==> config.mk <==
export PLATFORM = sky130hd
export DESIGN_NAME = control_unit_mc_flat
export DESIGN_NICKNAME = d
export VERILOG_FILES = /design/src/rtl/control_unit_mc_if.sv /design/src/rtl/control_unit_mc.sv /design/src/flat_wrapper.sv
export SDC_FILE = /design/constraint.sdc
export NUM_CORES = 1
export LEC_CHECK = 0
export ABC_CLOCK_PERIOD_IN_PS = 2800
export CORE_ASPECT_RATIO = 0.9
export CORE_MARGIN = 3
export CORE_UTILIZATION = 25
export CTS_CLUSTER_DIAMETER = 100
export CTS_CLUSTER_SIZE = 8
export DETAILED_ROUTE_END_ITERATION = 12
export DONT_BUFFER_PORTS = 1
export PLACE_DENSITY = 0.35
export SYNTH_ARGS = -nofsm -noshare
export SYNTH_HDL_FRONTEND = slang
export SYNTH_SLANG_ARGS = --single-unit
==> constraint.sdc <==
create_clock -name clk -period 2.8 [get_ports clk]
set_clock_uncertainty 0.2 [all_clocks]
set_input_delay 0 -clock clk [delete_from_list [all_inputs] [get_ports clk]]
set_output_delay 0 -clock clk [all_outputs]
set_load 0.1 [all_outputs]
==> src/rtl/control_unit_mc_if.sv <==
// Control-unit bus: opcode, ALU flags and memory handshake in; datapath/memory strobes out.
// master = control unit side, slave = datapath/memory side.
interface control_unit_mc_if #(
    parameter int OPCODE_W = 6
);
    logic [OPCODE_W-1:0] opcode;
    logic                Z, N, C, O;
    logic                mem_ready;

    logic                alu_enable;
    logic                reg_write;
    logic                mem_read;
    logic                mem_write;
    logic                ir_load;
    logic                pc_enable;
    logic                pc_load;
    logic                branch_taken;
    logic [1:0]          alu_src;
    logic                call_push;
    logic                ret_pop;
    logic [3:0]          state;
    logic                halted;
    logic                fault;

    modport master (
        input  opcode, Z, N, C, O, mem_ready,
        output alu_enable, reg_write, mem_read, mem_write, ir_load, pc_enable,
               pc_load, branch_taken, alu_src, call_push, ret_pop, state, halted, fault
    );

    modport slave (
        output opcode, Z, N, C, O, mem_ready,
        input  alu_enable, reg_write, mem_read, mem_write, ir_load, pc_enable,
               pc_load, branch_taken, alu_src, call_push, ret_pop, state, halted, fault
    );
endinterface

==> src/rtl/control_unit_mc.sv <==
// Multi-cycle control FSM for the ITSC CPU core (FETCH/DECODE/EXECUTE/MEM/WRITEBACK/BRANCH/HALT).
// Optional memory-wait watchdog enabled by defining CU_MEM_TIMEOUT_EN.
module control_unit_mc #(
    parameter int OPCODE_W    = 6,
    parameter int STACK_DEPTH = 8,
    parameter int TIMEOUT_CYC = 255
) (
    input  logic              clk,
    input  logic              reset,
    control_unit_mc_if.master cu
);
    typedef enum logic [3:0] {
        S_FETCH     = 4'd0,
        S_DECODE    = 4'd1,
        S_EXECUTE   = 4'd2,
        S_MEM       = 4'd3,
        S_WRITEBACK = 4'd4,
        S_BRANCH    = 4'd5,
        S_HALT      = 4'd7
    } state_e;

    typedef logic [OPCODE_W-1:0] op_t;
    localparam op_t OP_MOV      = op_t'(13);
    localparam op_t OP_ALU_LAST = op_t'(17);
    localparam op_t OP_BRZ      = op_t'(18);
    localparam op_t OP_BRN      = op_t'(19);
    localparam op_t OP_BRC      = op_t'(20);
    localparam op_t OP_BRO      = op_t'(21);
    localparam op_t OP_BRA      = op_t'(22);
    localparam op_t OP_JMP      = op_t'(23);
    localparam op_t OP_RET      = op_t'(24);
    localparam op_t OP_LOAD     = op_t'(25);
    localparam op_t OP_STORE    = op_t'(26);
    localparam op_t OP_CALL     = op_t'(27);
    localparam op_t OP_HALT     = op_t'(63);

    localparam int                 DEPTH_W   = $clog2(STACK_DEPTH + 1);
    localparam logic [DEPTH_W-1:0] DEPTH_MAX = DEPTH_W'(STACK_DEPTH);

    state_e             state_q, state_d;
    logic [DEPTH_W-1:0] depth_q, depth_d;
    logic               taken_q, taken_d;
    logic               fault_q, fault_d;
`ifdef CU_MEM_TIMEOUT_EN
    localparam int WAIT_W = $clog2(TIMEOUT_CYC + 1);
    logic [WAIT_W-1:0]  wait_q, wait_d;
`endif

    logic is_alu, is_mov, is_load, is_store, is_call, is_ret, is_branch, is_halt_op;
    logic cond;
    logic call_ovf, ret_unf;

    assign is_mov     = (cu.opcode == OP_MOV);
    assign is_alu     = (cu.opcode <= OP_ALU_LAST) && !is_mov;
    assign is_load    = (cu.opcode == OP_LOAD);
    assign is_store   = (cu.opcode == OP_STORE);
    assign is_call    = (cu.opcode == OP_CALL);
    assign is_ret     = (cu.opcode == OP_RET);
    assign is_branch  = ((cu.opcode >= OP_BRZ) && (cu.opcode <= OP_RET)) || is_call;
    assign is_halt_op = (cu.opcode == OP_HALT);
    assign call_ovf   = is_call && (depth_q == DEPTH_MAX);
    assign ret_unf    = is_ret && (depth_q == '0);

    always_comb begin
        case (cu.opcode)
            OP_BRZ:                  cond = cu.Z;
            OP_BRN:                  cond = cu.N;
            OP_BRC:                  cond = cu.C;
            OP_BRO:                  cond = cu.O;
            OP_BRA, OP_JMP, OP_CALL: cond = 1'b1;
            OP_RET:                  cond = (depth_q != '0);
            default:                 cond = 1'b0;
        endcase
    end

    // NOTE: every always_comb target gets a default first so no path can infer a latch.
    always_comb begin
        state_d = state_q;
        depth_d = depth_q;
        taken_d = taken_q;
        fault_d = fault_q;
        case (state_q)
            S_FETCH:     if (cu.mem_ready) state_d = S_DECODE;
            S_DECODE: begin
                taken_d = cond;
                state_d = S_EXECUTE;
            end
            S_EXECUTE: begin
                if (is_alu || is_mov)           state_d = S_FETCH;
                else if (is_load || is_store)   state_d = S_MEM;
                else if (is_branch)             state_d = S_BRANCH;
                else if (is_halt_op)            state_d = S_HALT;
                else begin
                    fault_d = 1'b1;
                    state_d = S_HALT;
                end
            end
            S_MEM:       if (cu.mem_ready) state_d = is_load ? S_WRITEBACK : S_FETCH;
            S_WRITEBACK: state_d = S_FETCH;
            S_BRANCH: begin
                if (call_ovf || ret_unf) begin
                    fault_d = 1'b1;
                    state_d = S_HALT;
                end else begin
                    if (is_call) depth_d = depth_q + 1'b1;
                    if (is_ret)  depth_d = depth_q - 1'b1;
                    state_d = S_FETCH;
                end
            end
            S_HALT:      state_d = S_HALT;
            default: begin
                fault_d = 1'b1;
                state_d = S_HALT;
            end
        endcase
`ifdef CU_MEM_TIMEOUT_EN
        // Counter is zero whenever the FSM is not stalled, so it starts clean on entry.
        wait_d = '0;
        if ((state_q == S_FETCH || state_q == S_MEM) && !cu.mem_ready) begin
            if (wait_q == WAIT_W'(TIMEOUT_CYC - 1)) begin
                fault_d = 1'b1;
                state_d = S_HALT;
            end else begin
                wait_d = wait_q + 1'b1;
            end
        end
`endif
    end

    // NOTE: state registers use non-blocking assignments so all flops update together.
    always_ff @(posedge clk or posedge reset) begin
        if (reset) begin
            state_q <= S_FETCH;
            depth_q <= '0;
            taken_q <= 1'b0;
            fault_q <= 1'b0;
`ifdef CU_MEM_TIMEOUT_EN
            wait_q  <= '0;
`endif
        end else begin
            state_q <= state_d;
            depth_q <= depth_d;
            taken_q <= taken_d;
            fault_q <= fault_d;
`ifdef CU_MEM_TIMEOUT_EN
            wait_q  <= wait_d;
`endif
        end
    end

    // Outputs are gated by reset so a FETCH-state mem_read never leaks while reset is held.
    always_comb begin
        cu.alu_enable   = 1'b0;
        cu.reg_write    = 1'b0;
        cu.mem_read     = 1'b0;
        cu.mem_write    = 1'b0;
        cu.ir_load      = 1'b0;
        cu.pc_enable    = 1'b0;
        cu.pc_load      = 1'b0;
        cu.branch_taken = 1'b0;
        cu.alu_src      = 2'b00;
        cu.call_push    = 1'b0;
        cu.ret_pop      = 1'b0;
        cu.state        = 4'd0;
        cu.halted       = 1'b0;
        cu.fault        = 1'b0;
        if (!reset) begin
            cu.state        = state_q;
            cu.halted       = (state_q == S_HALT);
            cu.fault        = fault_q;
            cu.branch_taken = taken_q;
            case (state_q)
                S_FETCH: begin
                    cu.mem_read  = 1'b1;
                    cu.ir_load   = cu.mem_ready;
                    cu.pc_enable = cu.mem_ready;
                end
                S_EXECUTE: begin
                    cu.alu_enable = is_alu || is_mov;
                    cu.reg_write  = is_alu || is_mov;
                    cu.alu_src    = is_mov ? 2'b01 : 2'b00;
                end
                S_MEM: begin
                    cu.mem_read  = is_load;
                    cu.mem_write = !is_load;
                    cu.alu_src   = is_load ? 2'b10 : 2'b00;
                end
                S_WRITEBACK: begin
                    cu.reg_write = 1'b1;
                    cu.alu_src   = 2'b10;
                end
                S_BRANCH: begin
                    cu.pc_load   = taken_q && !call_ovf;
                    cu.call_push = is_call && !call_ovf;
                    cu.ret_pop   = is_ret && !ret_unf;
                end
                default: ;
            endcase
        end
    end
endmodule

==> src/flat_wrapper.sv <==
// flat-port wrapper written by rule: the top's interface ports become plain ports
module control_unit_mc_flat 
#(
    parameter int OPCODE_W    = 6,
    parameter int STACK_DEPTH = 8,
    parameter int TIMEOUT_CYC = 255
)
  (clk, reset, cu_opcode, cu_Z, cu_N, cu_C, cu_O, cu_mem_ready, cu_alu_enable, cu_reg_write, cu_mem_read, cu_mem_write, cu_ir_load, cu_pc_enable, cu_pc_load, cu_branch_taken, cu_alu_src, cu_call_push, cu_ret_pop, cu_state, cu_halted, cu_fault);
  control_unit_mc_if #(.OPCODE_W(OPCODE_W)) cu_i ();
  input  logic clk;
  input  logic reset;
  input wire logic [$bits(cu_i.opcode)-1:0] cu_opcode;
  input wire logic [$bits(cu_i.Z)-1:0] cu_Z;
  input wire logic [$bits(cu_i.N)-1:0] cu_N;
  input wire logic [$bits(cu_i.C)-1:0] cu_C;
  input wire logic [$bits(cu_i.O)-1:0] cu_O;
  input wire logic [$bits(cu_i.mem_ready)-1:0] cu_mem_ready;
  output wire logic [$bits(cu_i.alu_enable)-1:0] cu_alu_enable;
  output wire logic [$bits(cu_i.reg_write)-1:0] cu_reg_write;
  output wire logic [$bits(cu_i.mem_read)-1:0] cu_mem_read;
  output wire logic [$bits(cu_i.mem_write)-1:0] cu_mem_write;
  output wire logic [$bits(cu_i.ir_load)-1:0] cu_ir_load;
  output wire logic [$bits(cu_i.pc_enable)-1:0] cu_pc_enable;
  output wire logic [$bits(cu_i.pc_load)-1:0] cu_pc_load;
  output wire logic [$bits(cu_i.branch_taken)-1:0] cu_branch_taken;
  output wire logic [$bits(cu_i.alu_src)-1:0] cu_alu_src;
  output wire logic [$bits(cu_i.call_push)-1:0] cu_call_push;
  output wire logic [$bits(cu_i.ret_pop)-1:0] cu_ret_pop;
  output wire logic [$bits(cu_i.state)-1:0] cu_state;
  output wire logic [$bits(cu_i.halted)-1:0] cu_halted;
  output wire logic [$bits(cu_i.fault)-1:0] cu_fault;
  assign cu_i.opcode = cu_opcode;
  assign cu_i.Z = cu_Z;
  assign cu_i.N = cu_N;
  assign cu_i.C = cu_C;
  assign cu_i.O = cu_O;
  assign cu_i.mem_ready = cu_mem_ready;
  assign cu_alu_enable = cu_i.alu_enable;
  assign cu_reg_write = cu_i.reg_write;
  assign cu_mem_read = cu_i.mem_read;
  assign cu_mem_write = cu_i.mem_write;
  assign cu_ir_load = cu_i.ir_load;
  assign cu_pc_enable = cu_i.pc_enable;
  assign cu_pc_load = cu_i.pc_load;
  assign cu_branch_taken = cu_i.branch_taken;
  assign cu_alu_src = cu_i.alu_src;
  assign cu_call_push = cu_i.call_push;
  assign cu_ret_pop = cu_i.ret_pop;
  assign cu_state = cu_i.state;
  assign cu_halted = cu_i.halted;
  assign cu_fault = cu_i.fault;
  control_unit_mc #(.OPCODE_W(OPCODE_W), .STACK_DEPTH(STACK_DEPTH), .TIMEOUT_CYC(TIMEOUT_CYC)) u_core (.clk(clk), .reset(reset), .cu(cu_i));
endmodule
==> results by group <==
Global routing
  – GRT Total Usage: 12.5%
  – Congestion Overflow GR: 0
  – Initial antenna violation count: 0
  – Vias in the first global route: 920
  – First-pass GRT wire length: 4670 um
  – Pin count of the biggest net entering global routing: 17

Detailed routing
  – Drt initial violations: 60
  – Post-route ant nets: 0
  – Vias per Instance: 5.01
  – Wire per inst: 15.0 um
  – Via count: 951
  – DRC Markers: 0
  – Final WL: 2840 um
  – 1st-pass router iterations: 4

Placed design
  – Final Wtd Congestion: 0.844
  – Post-DP HPWL: 2120 um
  – Post-place setup slack: 730 ps
  – I/O Buffers: 0
  – Placed Area: 0.00126 mm^2

Clocking
  – CTS H-tree lvls: 1
  – Clk buf depth: 2
  – Root Buffer: clkbuf_8
  – CTS-repair resized insts: 0
  – Later-pin clock latency in the skew report: 230 ps
  – Cts bufs inserted: 3
  – CTS tree: yes
  – Clock sink count: 9
  – Clk slew on worst S/H paths: 50 ps

Floorplan
  – Die Area: 0.00478 mm^2
  – Die W: 72.5 um
  – Core region area: 0.00378 mm^2
  – Die H: 65.9 um
  – Initial Util: 26.3%
  – Rows: 21
  – # IOs: 31

Critical path
  – Max Fanout on Critical Path: 9
  – Cell family with most CP delay: buffers and inverters
  – Slowest stage cell on the critical path: dlygate4sd3_1
  – CP startpoint kind: input port
  – CP Capture Type: flop
  – Crit-path max cell delay: 640 ps
  – Req. time, crit path: 2760 ps
  – Worst path bufs/invs: 2
  – CP cell instances: dlygate4sd3_1, or3_4, a2111oi_4, a21oi_1, nor3_1, dlygate4sd3_1
  – Most frequent CP cell: dlygate4sd3_1
  – Critical path class: input port to flop
  – Crit path DAT: 2400 ps

Synthesis
  – Async set-reset flop share out of synthesis: 100%
  – Yosys top cell by area: dfrtp_1
  – Commonest cells post-synth: nor2_1 (14), nand2_1 (11), dfrtp_1 (9)
  – Most frequent cell after synthesis: nor2_1
  – Seq/Total Area, Yosys: 22.6%
  – Yosys warnings: 0
  – Synthesized area: 996 um^2
  – Syn Inst Count: 126
  – Synth top area share: 22.6%
  – Synth unique cells: 50
  – Synthesized flop and latch total: 9
  – Ranking of synthesized cells by area: dfrtp_1 (23%), nor2_1 (5.3%), nand2_1 (4.1%)
  – Predominant post-synthesis flop cell: dfrtp_1
  – Avg Cell Area, Syn: 7.90 um^2
  – Synthesized net count: 142
  – Post-synth EDFFs: 0

Status
  – Status: finished, final reports clean

STA
  – Post-route minimum period: 2440 ps
  – Slew Limit Fails: 0
  – Least-Margin Pin Slew: 740 ps
  – Final hold viol count: 0
  – RSZ-0062 raised after global routing: no
  – Relative slew margins: 49.9%
  – Final setup margin: 359 ps
  – Max Freq: 410 MHz
  – # setup viols final: 0
  – Final period util: 87.2%

Power and ir drop
  – Maximum vdd ir drop: 0.375 mV
  – Sw Pwr: 559 uW
  – Clock power frac: 14.5%
  – Sequential fraction of design power: 26.6%
  – Internal: 469 uW
  – Comb pwr share: 58.9%
  – Sw frac: 54.4%
  – Lkg Pwr: 0.000585 uW
  – Power density over the cells: 750 mW/mm^2

Finish
  – # nets final: 161
  – Fin util: 36.2%
  – Fin area: 0.00137 mm^2
  – Synth-to-layout area growth: 37.7%
  – Ant diodes: 0
  – Share of layout cells above drive strength 1: 29.2%

Flow run
  – Max_cap viols: 0

Hold path
  – Hold Path Class: input port to asynchronous set/reset pin
## registers in the layout (all words and copies together) (netlist names)
name	cells
u_core.depth_q	4
u_core.fault_q	1
u_core.taken_q	1
u_core.state_q	3
## power by group through the flow
stage | sequential [uW] | combinational, uW | clock [uW]
2_1_floorplan | 195 | 530 | 0
3_3_place_gp | 276 | 582 | 0
3_5_place_dp | 275 | 587 | 0
4_1_cts | 273 | 611 | 156
5_1_grt | 288 | 646 | 163
6_report | 274 | 606 | 149
## metal layers
layer  up-vias  GRT usage [%]  routed length [um]
li1        482              -                   -
met1       446           18.1                1460
met2        21           17.9                1200
met3         2           3.34                 167
met4         0           3.23                  12
met5         -              0                   0
## cell usage in the layout, fill, tap and decap left out, types with 5 or more instances in the layout
| master | count |
|---|---|
| a21oi_1 | 5 |
| buf_12 | 5 |
| buf_4 | 12 |
| dfrtp_1 | 9 |
| dlygate4sd3_1 | 7 |
| inv_1 | 7 |
| nand2_1 | 11 |
| nand3_1 | 6 |
| nor2_1 | 12 |
| nor2b_2 | 5 |
## kinds of logic after synthesis
kind of cell,synth area share [%]
and+or+nand+nor,39.4
AOI/OAI and AO/OA,18.5
buffers and inverters,8.92
DFF,22.6
xor gates and xnor gates,3.52
adders and majority gates,4.52
muxes,2.14
other,0.377
## repair_timing
item	in CTS	in global routing
hold buffers	7	0
endpoints found under the hold margin	13	0
setup buffers	0	0
## through the flow
step	setup TNS [ps]	total power [uW]	cells	hold slack, ps
finish	0	1030	190	5.04
global route	0	1100	190	27.6
CTS	0	1040	190	8.67
detailed placement	0	862	179	-322
global placement	0	859	179	-326
floorplan	-392	725	126	-136
## final timing paths
kind	slack [ps]	start	cells past startpoint	end
worst max-delay path	360	cu_opcode[1]	6	u_core.state_q[0]
worst min-delay path	5	reset	2	u_core.state_q[2]
worst max register to register	360	u_core.depth_q[1]	6	u_core.taken_q
worst min register to register	280	u_core.fault_q	1	u_core.fault_q
max in group asynchronous	2130	reset	2	u_core.state_q[0]
min in group clk	10	cu_mem_ready	4	u_core.state_q[2]
## cell type report
class / count / area (um^2)
fill: 389 / 2410
multi-input combinational: 100 / 757
timing repair buffer: 24 / 260
sequential: 9 / 225
tap: 46 / 57.6
clock buffer: 4 / 45.0
inverter: 7 / 26.3
Power figures use the tool's default switching activity.
